--- src/rtl/mem_port_arbiter_pkg.sv ---
// rtl/mem_port_arbiter_pkg.sv - shared constants and types for the memory port arbiter
// Contents: arbiter state encoding, default widths, RV32 opcode constants,
//           and the wait-timer width helper.
`ifndef INSR_LEN
`define INSR_LEN 32
`endif

package mem_port_arbiter_pkg;

  localparam int XLEN_DEF    = `INSR_LEN;
  localparam int TIMEOUT_DEF = 255;

  typedef enum logic [1:0] {
    ARB_IDLE = 2'b00,
    ARB_DATA = 2'b01,
    ARB_INSN = 2'b10
  } arb_state_e;

  localparam logic [6:0] OPC_LOAD   = 7'b0000011;
  localparam logic [6:0] OPC_STORE  = 7'b0100011;
  localparam logic [6:0] OPC_OP_IMM = 7'b0010011;

  // Width of a counter that must be able to hold the value t.
  function automatic int timer_width(input int t);
    return (t < 1) ? 1 : $clog2(t + 1);
  endfunction

endpackage

--- src/rtl/mem_port_arbiter_wait_timer.sv ---
// rtl/mem_port_arbiter_wait_timer.sv - saturating wait counter with terminal-count flag
// Ports:
//   clk   in  clock
//   rst   in  synchronous active-high reset
//   load  in  restart the count at zero (new access issued)
//   inc   in  count one waiting cycle
//   tc    out count has reached TIMEOUT (held while saturated)
module mem_port_arbiter_wait_timer
  import mem_port_arbiter_pkg::*;
#(
  parameter int TIMEOUT = TIMEOUT_DEF,
  parameter int W       = timer_width(TIMEOUT)
) (
  input  logic clk,
  input  logic rst,
  input  logic load,
  input  logic inc,
  output logic tc
);

  logic [W-1:0] cnt;

  assign tc = (cnt == W'(TIMEOUT));

  always_ff @(posedge clk) begin
    if (rst) begin
      cnt <= '0;
    end else if (load) begin
      cnt <= '0;
    end else if (inc && !tc) begin
      cnt <= cnt + W'(1);
    end
  end

endmodule

--- src/rtl/mem_port_arbiter.sv ---
// rtl/mem_port_arbiter.sv - shares one single-ported memory between fetch and load/store
// Ports:
//   clk, rst                        clock, synchronous active-high reset
//   if_req, if_addr                 fetch request and PC
//   if_rdata, if_valid              buffered instruction and its valid flag
//   dm_read, dm_write               MEM-stage load / store
//   dm_addr, dm_wdata               data address and store data
//   dm_rdata, dm_valid              buffered load data and its valid flag
//   mem_req, mem_we, mem_addr,
//   mem_wdata                       registered request to memory
//   mem_rdata, mem_ack              memory response
//   stall_all                       freeze the whole pipeline
//   err_timeout                     sticky: an access waited TIMEOUT cycles
//   stall_cnt                       free-running count of stalled cycles
module mem_port_arbiter
  import mem_port_arbiter_pkg::*;
#(
  parameter int XLEN    = XLEN_DEF,
  parameter int TIMEOUT = TIMEOUT_DEF
) (
  input  logic            clk,
  input  logic            rst,
  input  logic            if_req,
  input  logic [XLEN-1:0] if_addr,
  output logic [XLEN-1:0] if_rdata,
  output logic            if_valid,
  input  logic            dm_read,
  input  logic            dm_write,
  input  logic [XLEN-1:0] dm_addr,
  input  logic [XLEN-1:0] dm_wdata,
  output logic [XLEN-1:0] dm_rdata,
  output logic            dm_valid,
  output logic            mem_req,
  output logic            mem_we,
  output logic [XLEN-1:0] mem_addr,
  output logic [XLEN-1:0] mem_wdata,
  input  logic [XLEN-1:0] mem_rdata,
  input  logic            mem_ack,
  output logic            stall_all,
  output logic            err_timeout,
  output logic [31:0]     stall_cnt
);

  arb_state_e state, state_nxt;
  logic       dm_pend, if_pend;
  logic       dm_done, if_done;
  logic       issue_dm, issue_if;
  logic       ack_seen;
  logic       tmr_tc;

  assign dm_pend   = (dm_read | dm_write) & ~dm_done;
  assign if_pend   = if_req & ~if_done;
  assign stall_all = rst | dm_pend | if_pend;
  assign if_valid  = if_done;
  assign dm_valid  = dm_done;
  // Acks that arrive while idle (e.g. left over from an access cut by reset) are dropped.
  assign ack_seen  = mem_ack & (state != ARB_IDLE);

  always_comb begin
    state_nxt = state;
    issue_dm  = 1'b0;
    issue_if  = 1'b0;
    case (state)
      ARB_IDLE: begin
        if (dm_pend) begin
          state_nxt = ARB_DATA;
          issue_dm  = 1'b1;
        end else if (if_pend) begin
          state_nxt = ARB_INSN;
          issue_if  = 1'b1;
        end
      end
      ARB_DATA, ARB_INSN: begin
        if (mem_ack) state_nxt = ARB_IDLE;
      end
      default: state_nxt = ARB_IDLE;
    endcase
  end

  always_ff @(posedge clk) begin
    if (rst) state <= ARB_IDLE;
    else     state <= state_nxt;
  end

  always_ff @(posedge clk) begin
    if (rst) begin
      mem_req     <= 1'b0;
      mem_we      <= 1'b0;
      mem_addr    <= '0;
      mem_wdata   <= '0;
      dm_done     <= 1'b0;
      if_done     <= 1'b0;
      dm_rdata    <= '0;
      if_rdata    <= '0;
      err_timeout <= 1'b0;
      stall_cnt   <= '0;
    end else begin
      // Pipeline advances: results have been consumed. Buffers are kept.
      if (!stall_all) begin
        dm_done <= 1'b0;
        if_done <= 1'b0;
      end
      if (issue_dm) begin
        mem_req   <= 1'b1;
        mem_we    <= dm_write;
        mem_addr  <= dm_addr;
        mem_wdata <= dm_wdata;
      end else if (issue_if) begin
        mem_req  <= 1'b1;
        mem_we   <= 1'b0;
        mem_addr <= if_addr;
      end
      if (ack_seen) begin
        mem_req <= 1'b0;
        if (state == ARB_DATA) begin
          dm_done <= 1'b1;
          if (!mem_we) dm_rdata <= mem_rdata;
        end else begin
          if_done  <= 1'b1;
          if_rdata <= mem_rdata;
        end
      end
      if (stall_all) stall_cnt <= stall_cnt + 32'd1;
      if (tmr_tc)    err_timeout <= 1'b1;
    end
  end

  mem_port_arbiter_wait_timer #(
    .TIMEOUT (TIMEOUT)
  ) u_wait_timer (
    .clk  (clk),
    .rst  (rst),
    .load (issue_dm | issue_if),
    .inc  ((state != ARB_IDLE) & ~mem_ack),
    .tc   (tmr_tc)
  );

endmodule

--- config.mk ---
export PLATFORM = sky130hd
export DESIGN_NAME = mem_port_arbiter
export DESIGN_NICKNAME = d
export VERILOG_FILES = /design/src/rtl/mem_port_arbiter_pkg.sv /design/src/rtl/mem_port_arbiter_wait_timer.sv /design/src/rtl/mem_port_arbiter.sv
export SDC_FILE = /design/constraint.sdc
export NUM_CORES = 1
export LEC_CHECK = 0
export ABC_AREA = 1
export CAP_MARGIN = 20
export CORE_MARGIN = 4
export CORE_UTILIZATION = 50
export DETAILED_ROUTE_END_ITERATION = 10
export DONT_BUFFER_PORTS = 1
export PLACE_DENSITY = 0.68
export REMOVE_ABC_BUFFERS = 1
export SYNTH_ARGS = -nofsm -noshare
export SYNTH_HDL_FRONTEND = slang
export SYNTH_HIERARCHICAL = 1
export SYNTH_SLANG_ARGS = --single-unit
--- constraint.sdc ---
create_clock -name clk -period 4.1 [get_ports clk]
set_clock_uncertainty 0.1 [all_clocks]
set_input_delay 0.41 -clock clk [delete_from_list [all_inputs] [get_ports clk]]
set_output_delay 0.41 -clock clk [all_outputs]
set_load 0.02 [all_outputs]
* Word-level counts from Yosys, hierarchy flattened
Index checks and enable logic that the tools add are counted.
Widths: inputs -> output; s select.
** Word-level totals
- Register bits after elaboration :: 175
- Input port bits :: 134
- Output and inout port bits :: 166
- Word-level logic and storage cells :: 64
** Cells by class
- $add $sub $neg :: 2
- Equal/unequal tests :: 5
- Mux-type cells :: 21
- Bitwise logic cells :: 13
- Reductions and logical operators :: 11
** Operators by type and width (count)
- $mux 32 :: 2
- $add 32x1->32 const B :: 1
- $mux 1 :: 15
- $add 8x1->8 const B :: 1
- $eq 8x8->1 const B :: 1
- $mux 2 :: 3
- $reduce_or 2->1 :: 3
- $not 1->1 :: 5
- $and 1x1->1 :: 4
- $or 1x1->1 :: 4
- $pmux 2 s2 :: 1
- $reduce_and 2->1 :: 2
- $reduce_bool 2->1 :: 2
- $ne 3x3->1 const B :: 1
- $reduce_and 3->1 :: 1
- $eq 2x1->1 const B :: 1
- $eq 2x2->1 const B :: 1
- $logic_not 2->1 :: 1
- $ne 2x2->1 const B :: 1
- $logic_and 1x1->1 :: 1
- $logic_not 1->1 :: 1

* Logic depth before layout (Yosys ltp)
Gate-level depths: netlist of run 1.
- Depth in word-level cells :: 7
- Depth in mapped cells :: 11
- Mapped depth without buffers :: 10

* Cells and area by module
The synthesis of run 1 kept the hierarchy.
** Modules (own cells, without submodules)
- mem_port_arbiter :: times used 1, cells an instance 908, area each 6671.4 µm², seq. area each 3343.2 µm²
- mem_port_arbiter_wait_timer :: times used 1, cells an instance 72, area each 456.7 µm², seq. area each 160.2 µm²

* Worst setup path after synthesis of run 1
OpenSTA, ideal clock, no wires.
- Path kind :: flip-flop to flip-flop
- Start point :: register dm_done (netlist: dm_valid)
- End point :: register u_wait_timer.cnt[4]
- Setup time :: 65 ps
- Data arrival time :: 1693 ps
- Data required time :: 3935 ps
- Slack :: 2242 ps
- Cell stages (with the launch flop) :: 11
- Path buffers :: 2
- Period minus slack after synthesis :: 1858 ps
- Path through :: dfxtp_1 inv_1 o21ai_4 nand2_2 inv_2 nor2_2 buf_4 buf_6 nor2_1 o21ai_0 nor2_1
** Between the ends
- Word-level cells in the longest chain between the ends :: 6
- Elaborated cells between the ends (all ways) :: 8
- Those cells by class :: mux (4); bitwise (3); reduce/logical (1)
** RTL lines
- start: declaration :: line mem_port_arbiter.sv:46 : logic dm_done, if_done;
- start signal: assignment :: line mem_port_arbiter.sv:91 : dm_done <= 1'b0;
- start signal: assignment :: line mem_port_arbiter.sv:100 : dm_done <= 1'b0;
- start signal: assignment :: line mem_port_arbiter.sv:116 : dm_done <= 1'b1;
- $not 1->1 * :: line mem_port_arbiter.sv:51 : assign dm_pend = (dm_read | dm_write) & ~dm_done;
- $and 1x1->1 * :: line mem_port_arbiter.sv:51
- $mux 1 :: line mem_port_arbiter.sv:65 : if (dm_pend) begin
- $mux 1 :: line mem_port_arbiter.sv:63 : case (state)
- $or 1x1->1 * :: line mem_port_arbiter.sv:133 : .load (issue_dm | issue_if),
- $reduce_or 2->1 (no line) *
- end signal: assignment :: line mem_port_arbiter_wait_timer.sv:31 : cnt <= cnt + W'(1);
- end: declaration :: line mem_port_arbiter_wait_timer.sv:21 : logic [W-1:0] cnt;
Every way passes the cells marked *; elsewhere a longest branch is shown, timed or not.
A chain may end at the register's enable or synchronous reset.

* Worst setup path in the final report of run 1
- Start point :: register state[0]
- End point :: register dm_rdata[10]
** Between the ends
- Word-level cells in the longest chain between the ends :: 3
- Elaborated cells between the ends (all ways) :: 4
- Those cells by class :: eq/ne (1); bitwise (1); reduce/logical (2)
** RTL lines
- start: declaration :: line mem_port_arbiter.sv:44 : arb_state_e state, state_nxt;
- start signal: assignment :: line mem_port_arbiter.sv:82 : else state <= state_nxt;
- $reduce_bool 2->1 :: line mem_port_arbiter.sv:57 : assign ack_seen = mem_ack & (state != ARB_IDLE);
- $and 1x1->1 :: line mem_port_arbiter.sv:57
- $reduce_and 3->1 (no line) *
- end signal: assignment :: line mem_port_arbiter.sv:117 : if (!mem_we) dm_rdata <= mem_rdata;
- end: declaration :: line mem_port_arbiter.sv:31 : output logic [XLEN-1:0] dm_rdata,
Marks and branches as above.

==> summary by stage, run 1 <==
Status
The flow ran to the end, and the final reports show no timing, DRC or antenna violations.

Finish
Leaving out fill and tap cells, the most frequent cells in the layout are sky130_fd_sc_hd__nor2_1 (216), sky130_fd_sc_hd__dfxtp_1 (175), sky130_fd_sc_hd__nand2_1 (140). The number of antenna diodes in the final layout is 0. The number of filler cells placed in the layout is 1357. The share of layout cells above drive strength 1 is 0.0539. After the flow finishes, the layout carries non-filler instances totaling 1145. The layout net count is 1090. The layout-stage area growth over the synthesis result is 9.29%.

The leading cell type in the layout, fill and taps excluded is sky130_fd_sc_hd__nor2_1.

Synth
The flip-flop and latch count after synthesis is 175. Summed over all instances, the cell type with the most area after synthesis is sky130_fd_sc_hd__dfxtp_1. The average size of a mapped cell is 7.27 sq um. The top cell type's share of synthesized area is 0.491.

Ranked by total cell area, the synthesized netlist is headed by sky130_fd_sc_hd__dfxtp_1 (49%), sky130_fd_sc_hd__nor2_1 (11%), sky130_fd_sc_hd__o21ai_0 (7.5%). Synthesis instantiated 29 different standard cells from the library. The count of mapped cells out of synthesis is 980. The mapped netlist covers 7130 sq um. Of the synthesized area, sequential elements account for 0.491. The yosys synthesis warning count is 6.

Worst setup path
The length in cells of the worst reg-to-reg path is 10. The required arrival time at the worst endpoint is 4.30 ns. The type of destination of the critical path is a flop. The element type at the critical path start is a flop. The endpoint of the most critical register-to-register path is dm_rdata[10]$_SDFFE_PP0P_. The most critical setup path has its endpoint at dm_rdata[10]$_SDFFE_PP0P_. In this run the register-to-register setup slack is 1.35 ns. Tracing the worst setup path back leads to its startpoint at state[0]$_SDFFE_PP0P_. The data arrival at the endpoint of the critical path is 2.96 ns. The largest incremental delay on the critical path is 0.53 ns. The library cell contributing the largest single delay on the critical path is sky130_fd_sc_hd__inv_1.

The peak fanout along the critical path is 35. In this run the critical register-to-register path is launched from state[0]$_SDFFE_PP0P_. The critical path goes through inv_1 -> ha_1 -> nor2_4 -> buf_4 -> nand2_1 -> nor2_2 -> buf_4 -> inv_1 -> nor2_1 -> nor2_1. The worst setup path is of the flop to flop kind.

Global routing
The first global-routing pass estimated 31.0 mm of wire. The global-route total usage across every layer is 0.237. For this run, global-route usage on met1 was measured as 0.300. The maximum number of pins on one net before global-route repair is 88. The number of global-route vias before repair was 5911. The met2 layer usage reported by global route is 0.383.

The most crowded layer after global routing is met2. Summed over all layers, the global routing overflow is 0. In the global route stage, met3 resource usage came out at 0.0819. The number of antenna violations at the first check in global routing was 0.

STA
Based on the critical path, the design can be clocked at up to 364 MHz. The number of slew-limit violations in the final report is 0. The smallest clock period supported by the final layout is computed as 2.75 ns. The final count of hold timing violations is 0. For the pin with the worst max-slew slack, the measured transition is 1.05 ns.

The number of setup violations in the final report is 0. In the finished design, the share of the clock period the worst path needs comes to 0.671. Across all setup checks in the final design, the least slack found is 1.35 ns. For the final routed database, the setup TNS stands at 0 ns. The worst hold slack across all endpoints is 0.0280 ns. In this run the tightest slew margin relative to its limit is 0.300.

Setup repair after global routing left no endpoint under its margin.

Clock network
Once the clock tree was built, the setup fixing pass inserted 0 buffers. At the later pin of the worst-skew pair, clock insertion delay measures 0.41 ns. The number of levels the H-tree was split into is 4. The cts-stage hold buffer count is 1. The number of buffers between clock root and the deepest sink is 2. Post-CTS repair changed the size of 0 cells. The cell at the root of the clock tree is sky130_fd_sc_hd__clkbuf_16. For this design, the sink count on the clock tree is 175. TritonCTS built the clock tree.

The number of buffers added by the clock tree synthesis step is 17. After clock tree synthesis, the clock-pin slew on the worst setup and hold paths is 0.07 ns.

Power
IR analysis of the VDD net gives a maximum drop of 264 uV. Of the total power, the clock network draws 0.375. The switching power summed over all nets is 1270 uW.

The analysis attributes to cell leakage a power of 0.00307 uW. Of the total power, the share spent switching nets is 0.305. The share of total power dissipated in sequential elements is 0.517. Of the total power, combinational logic draws 0.108. The internal power is 2900 uW. The areal power density over the cells is 536 nW/um^2.

Worst hold path
The class of the most critical hold timing path is input pin to flop. In this run the most critical hold path is launched from dm_wdata[26].

Placement
Once placement completed, the tool counted placed cells totaling 1110. The count of input and output buffers is 0. Summed over all nets, the half-perimeter wirelength after detailed placement is 13.7 mm.

The routability congestion estimate from global placement is 0.805. The placement-stage worst setup slack is 1.37 ns.

Floorplanning
For this configuration, the core starts out at a cell density of 0.512. The full die area is 16200 sq um. The floorplan die width is 127 um. The die height is 127 um. Pin placement for this block handled 300 I/O pins.

The area of the core is 13900 sq um. The cell row count is 43.

Run
The max-cap violation count is 0.

Route
The post-route antenna net violation count is 0. The total number of vias is 6269. The first-pass detailed-route iteration total is 4. The post-route DRC violation count is 0. The number of violations reported at the end of detailed-routing iteration 0 is 389. The via-per-instance ratio is 5.48. In the final routed layout, each cell accounts on average for 17.1 um. The final layout contains routed wiring with a total length of 19.6 mm.
==> cell usage after synthesis <==
cell type	number
sky130_fd_sc_hd__buf_6	3
sky130_fd_sc_hd__clkbuf_1	38
sky130_fd_sc_hd__nand2_1	140
sky130_fd_sc_hd__nand3b_2	1
sky130_fd_sc_hd__nor2_4	1
sky130_fd_sc_hd__o21ai_0	107
sky130_fd_sc_hd__buf_1	1
sky130_fd_sc_hd__nand4_1	14
sky130_fd_sc_hd__nand3_1	53
sky130_fd_sc_hd__nor2_1	216
sky130_fd_sc_hd__buf_2	11
sky130_fd_sc_hd__inv_1	57
sky130_fd_sc_hd__nand3b_1	2
sky130_fd_sc_hd__o21ai_1	5
sky130_fd_sc_hd__inv_2	2
sky130_fd_sc_hd__and3_1	1
sky130_fd_sc_hd__nor3_1	8
sky130_fd_sc_hd__xor2_1	1
sky130_fd_sc_hd__ha_1	4
sky130_fd_sc_hd__or2_2	1
sky130_fd_sc_hd__nand2_2	2
sky130_fd_sc_hd__and2_1	2
sky130_fd_sc_hd__o22ai_1	32
sky130_fd_sc_hd__a21oi_1	93
sky130_fd_sc_hd__o21ai_4	1
sky130_fd_sc_hd__buf_4	4
sky130_fd_sc_hd__o21bai_1	1
sky130_fd_sc_hd__nor2_2	4
sky130_fd_sc_hd__dfxtp_1	175
==> per-stage QoR <==
step	instance area (sq um)	total power, uW	utilization
2_1_floorplan	6860	2470	-
3_3_place_gp	7150	2630	0.513
3_5_place_dp	7150	2630	0.513
4_1_cts	7740	4210	0.556
5_1_grt	7790	4380	0.559
6_report	7790	4180	0.559
==> final cells by class <==
type	count	area, sq um	share of cell area
flip-flops and latches	175	3500	0.450
multi-input cells	689	3150	0.404
clock buffers	19	433	0.0556
well taps	180	225	0.0289
inverters	59	221	0.0284
clock inverters	13	139	0.0178
repair buffers	10	120	0.0154
==> power groups by stage <==
stage                     Sequential, uW  Combinational, uW  Clock, uW
after global placement              2200                424          0
after detailed placement            2200                433          0
final                               2160                451       1570
after CTS                           2160                443       1600
after floorplan                     2150                321          0
after global routing                2180                524       1680
==> flip-flops by register name, summed over array words and instances (netlist names), 2 cells and up <==
name	count
mem_addr	32
dm_rdata	32
stall_cnt	32
state	2
mem_wdata	32
u_wait_timer/cnt	8
if_rdata	32
==> cells by family after synthesis <==
logic type                 share of synthesized area
AOI/OAI and AO/OA                              0.175
xor gates and xnor gates                     0.00123
adders and majority gates                    0.00702
buffers and inverters                         0.0683
DFF                                            0.491
and+or+nand+nor                                0.257
==> layer usage <==
layer | share of wire | wire, um
met5 | 0 | 0
met4 | 0.018 | 351
met3 | 0.083 | 1620
met2 | 0.48 | 9460
met1 | 0.42 | 8150
==> critical path: cells and delay by family, from the launching register on <==
kind | cells | cell delay [ns]
buffers and inverters | 4 | 1.24
and+or+nand+nor | 5 | 0.69
DFF | 1 | 0.35
adders and majority gates | 1 | 0.24
==> worst min-delay path by stage <==
stage                                      end  slack, ns  depth (start not counted)
finish              mem_wdata[26]$_SDFFE_PP0P_       0.03                          2
CTS                  dm_rdata[16]$_SDFFE_PP0P_       0.01                          2
floorplan                state[1]$_SDFFE_PP0P_       0.34                          2
detailed placement       state[1]$_SDFFE_PP0P_       0.36                          2
global route        mem_wdata[13]$_SDFFE_PP0P_      0.008                          2
global placement         state[1]$_SDFFE_PP0P_       0.35                          2
(Power assumes the default switching activity.)
==> run 2, diff against run 1 <==
--- a/config.mk
+++ b/config.mk
@@ -11,7 +11,7 @@
 export CORE_UTILIZATION = 50
 export DETAILED_ROUTE_END_ITERATION = 10
 export DONT_BUFFER_PORTS = 1
-export PLACE_DENSITY = 0.68
+export PLACE_DENSITY = 0.71
 export REMOVE_ABC_BUFFERS = 1
 export SYNTH_ARGS = -nofsm -noshare
 export SYNTH_HDL_FRONTEND = slang
==> constraint.sdc (replaced) <==
create_clock -name clk -period 2.3 [get_ports clk]
set_clock_uncertainty 0.1 [all_clocks]
set_input_delay 0.23 -clock clk [delete_from_list [all_inputs] [get_ports clk]]
set_output_delay 0.23 -clock clk [all_outputs]
set_load 0.02 [all_outputs]
==> summary by stage, run 2 (synthesis results as in run 1) <==
Status
The run finished with clean final reports.

Floorplanning
The cell row count is 43. The floorplan die width is 127 um. The full die area is 16200 sq um. The area of the core is 13900 sq um.

The I/O pin count is 300. The die is 127 um tall. For this configuration, the core starts out at a cell density of 0.512.

Placement
The placed instance area is 7310 sq um. Once placement completed, the tool counted placed cells totaling 1125. The congestion estimate from routability-driven global placement came to 0.894. Input and output buffers added on the ports amount to 0. Detailed placement ended at an HPWL of 13.7 mm.

Route
The via-per-instance ratio is 5.62. The detailed router placed 7275 vias in this run. For this block, the initial DRC count from the detailed router was 673. The first-pass detailed-route iteration total is 5. The post-route antenna net violation count is 0.

Dividing the detail-routed wire length by the instance count gives 18.0 um. For this run, design rule violations remaining after detail routing come to 0. Summed over all layers, the routed wires come to 23.3 mm.

Worst hold path
The class of the most critical hold timing path is input pin to flop.

Finish
The cell area after layout is 9300 sq um. The library cells used most frequently in the layout, excluding fill and tap cells, are sky130_fd_sc_hd__nor2_1 (216), sky130_fd_sc_hd__dfxtp_1 (175), sky130_fd_sc_hd__nand2_1 (140). In the final layout, flip-flops and latches occupy 3500 sq um.

The share of layout cells above drive strength 1 is 0.0655. The total inserted antenna cells is 0. Leaving out fill and tap cells, the most frequent cell in the layout is sky130_fd_sc_hd__nor2_1. From synthesis to final layout, the design area changed by 30.5%. After filler insertion, the fill cell instance count of the layout stands at 1116. Summing all multi-input logic gate instances after layout gives 3150 sq um.

The layout net count is 1240. The number of standard cells in the layout, taps in and fillers out is 1295.

Global routing
The number of antenna violations at the first check in global routing is 0. The leftover overflow at the end of global routing is 0. The maximum number of pins on one net before global-route repair is 127. The first global-routing pass estimated 36.0 mm of wire. Across every metal layer, demand over resource in global routing totals 0.275. The number of global-route vias before repair is 6864.

Worst setup path
The data arrival at the endpoint of the critical path is 2.48 ns. The required arrival time at the worst endpoint is 2.54 ns. The critical path in this run is classified as flop to flop. The peak fanout along the critical path is 32. The element type at the critical path start is a flop. STA classifies the critical path endpoint as a flop.

Clock network
The clock-pin slew of the registers on the worst-case setup and hold paths is 0.07 ns. The number of levels the H-tree was split into is 4. The insertion delay to the later sink of the worst-skew pair is 0.42 ns.

Counting along the longest clock path gives a buffer depth of 2. The number of buffers added by the clock tree synthesis step is 17. The TritonCTS clock tree is done. The cell at the root of the clock tree is sky130_fd_sc_hd__clkbuf_16. The count of clock tree sinks is 175.

Power
The static leakage power is 0.00372 uW. The worst ir drop on vdd is 602 uV. Power spread over the standard cell area amounts to 858 nW/um^2.

STA
The final count of hold timing violations is 0. The portion of the clock cycle consumed by the worst path in the final layout is 0.974. Setup violations remaining at the end of the flow were counted as 0. The worst pin sits at a relative slew slack of 0.652. The number of slew-limit violations in the final report is 0.

Based on the critical path, the design can be clocked at up to 446 MHz. At the pin with the least slew margin, the transition time is 0.523 ns. The shortest period the worst path allows is 2.24 ns.

Run
Across the run, the number of max-cap violations was 0.
[run 2: per-stage QoR]
stage | util | power (uW) | hold WS, ns | setup slack, ns | TNS [ns]
3_5_place_dp | 0.525 | 4760 | 0.205 | 0.396 | 0
5_1_grt | 0.668 | 8280 | 0.0321 | -0.0347 | -0.0347
2_1_floorplan | - | 4400 | 0.199 | -0.759 | -51.38
4_1_cts | 0.662 | 7910 | 0.00574 | 0.0148 | 0
6_report | 0.668 | 7980 | 0.0234 | 0.0594 | 0
3_3_place_gp | 0.525 | 4740 | 0.204 | 0.493 | 0
[run 2: layout make-up]
type,instances,share of cell area
clock inverters,13,0.0163
multi-input cells,689,0.338
clock buffers,19,0.0476
inverters,59,0.0238
repair buffers,160,0.173
flip-flops and latches,175,0.377
well taps,180,0.0242
[run 2: worst max-delay path: stages, from the launching register on]
cell	delay (ns)
sky130_fd_sc_hd__dfxtp_1	0.31
sky130_fd_sc_hd__inv_1	0.08
sky130_fd_sc_hd__ha_1	0.24
sky130_fd_sc_hd__inv_1	0.15
sky130_fd_sc_hd__nor2_4	0.15
sky130_fd_sc_hd__buf_12	0.21
sky130_fd_sc_hd__o22ai_1	0.11
sky130_fd_sc_hd__dlygate4sd3_1	0.61
sky130_fd_sc_hd__a21oi_1	0.19
[run 2: report_power, final]
| part | switching [uW] | leakage, uW | internal [uW] |
|---|---|---|---|
| registers | 532 | 0.00143 | 3310 |
| clock network | 1230 | 0.000283 | 1650 |
| logic | 704 | 0.00201 | 547 |
[run 2: repair_timing]
action	CTS	global route
hold endpoints to repair	145	0
hold buffers	131	0
gates resized for setup	0	1
endpoints found under the setup margin	0	30
setup buffers	0	6
[run 2: final timing paths]
kind,startpoint,to,slack (ns),cells after the start
worst min register to register,state[1]$_SDFFE_PP0P_,state[1]$_SDFFE_PP0P_,0.38,2
worst max register to register,state[1]$_SDFFE_PP0P_,mem_addr[8]$_SDFFE_PP0P_,0.06,8
worst max-delay path,state[1]$_SDFFE_PP0P_,mem_addr[8]$_SDFFE_PP0P_,0.06,8
worst min-delay path,rst,if_rdata[20]$_SDFFE_PP0P_,0.02,2
[run 2: routing by layer]
metal	share of wire	up-vias	wire, um	global-route usage
met4	0.042	0	973	0.134
li1	-	3483	-	-
met5	0	-	0	0
met2	0.49	438	11500	0.463
met1	0.37	3266	8580	0.316
met3	0.098	88	2290	0.0874
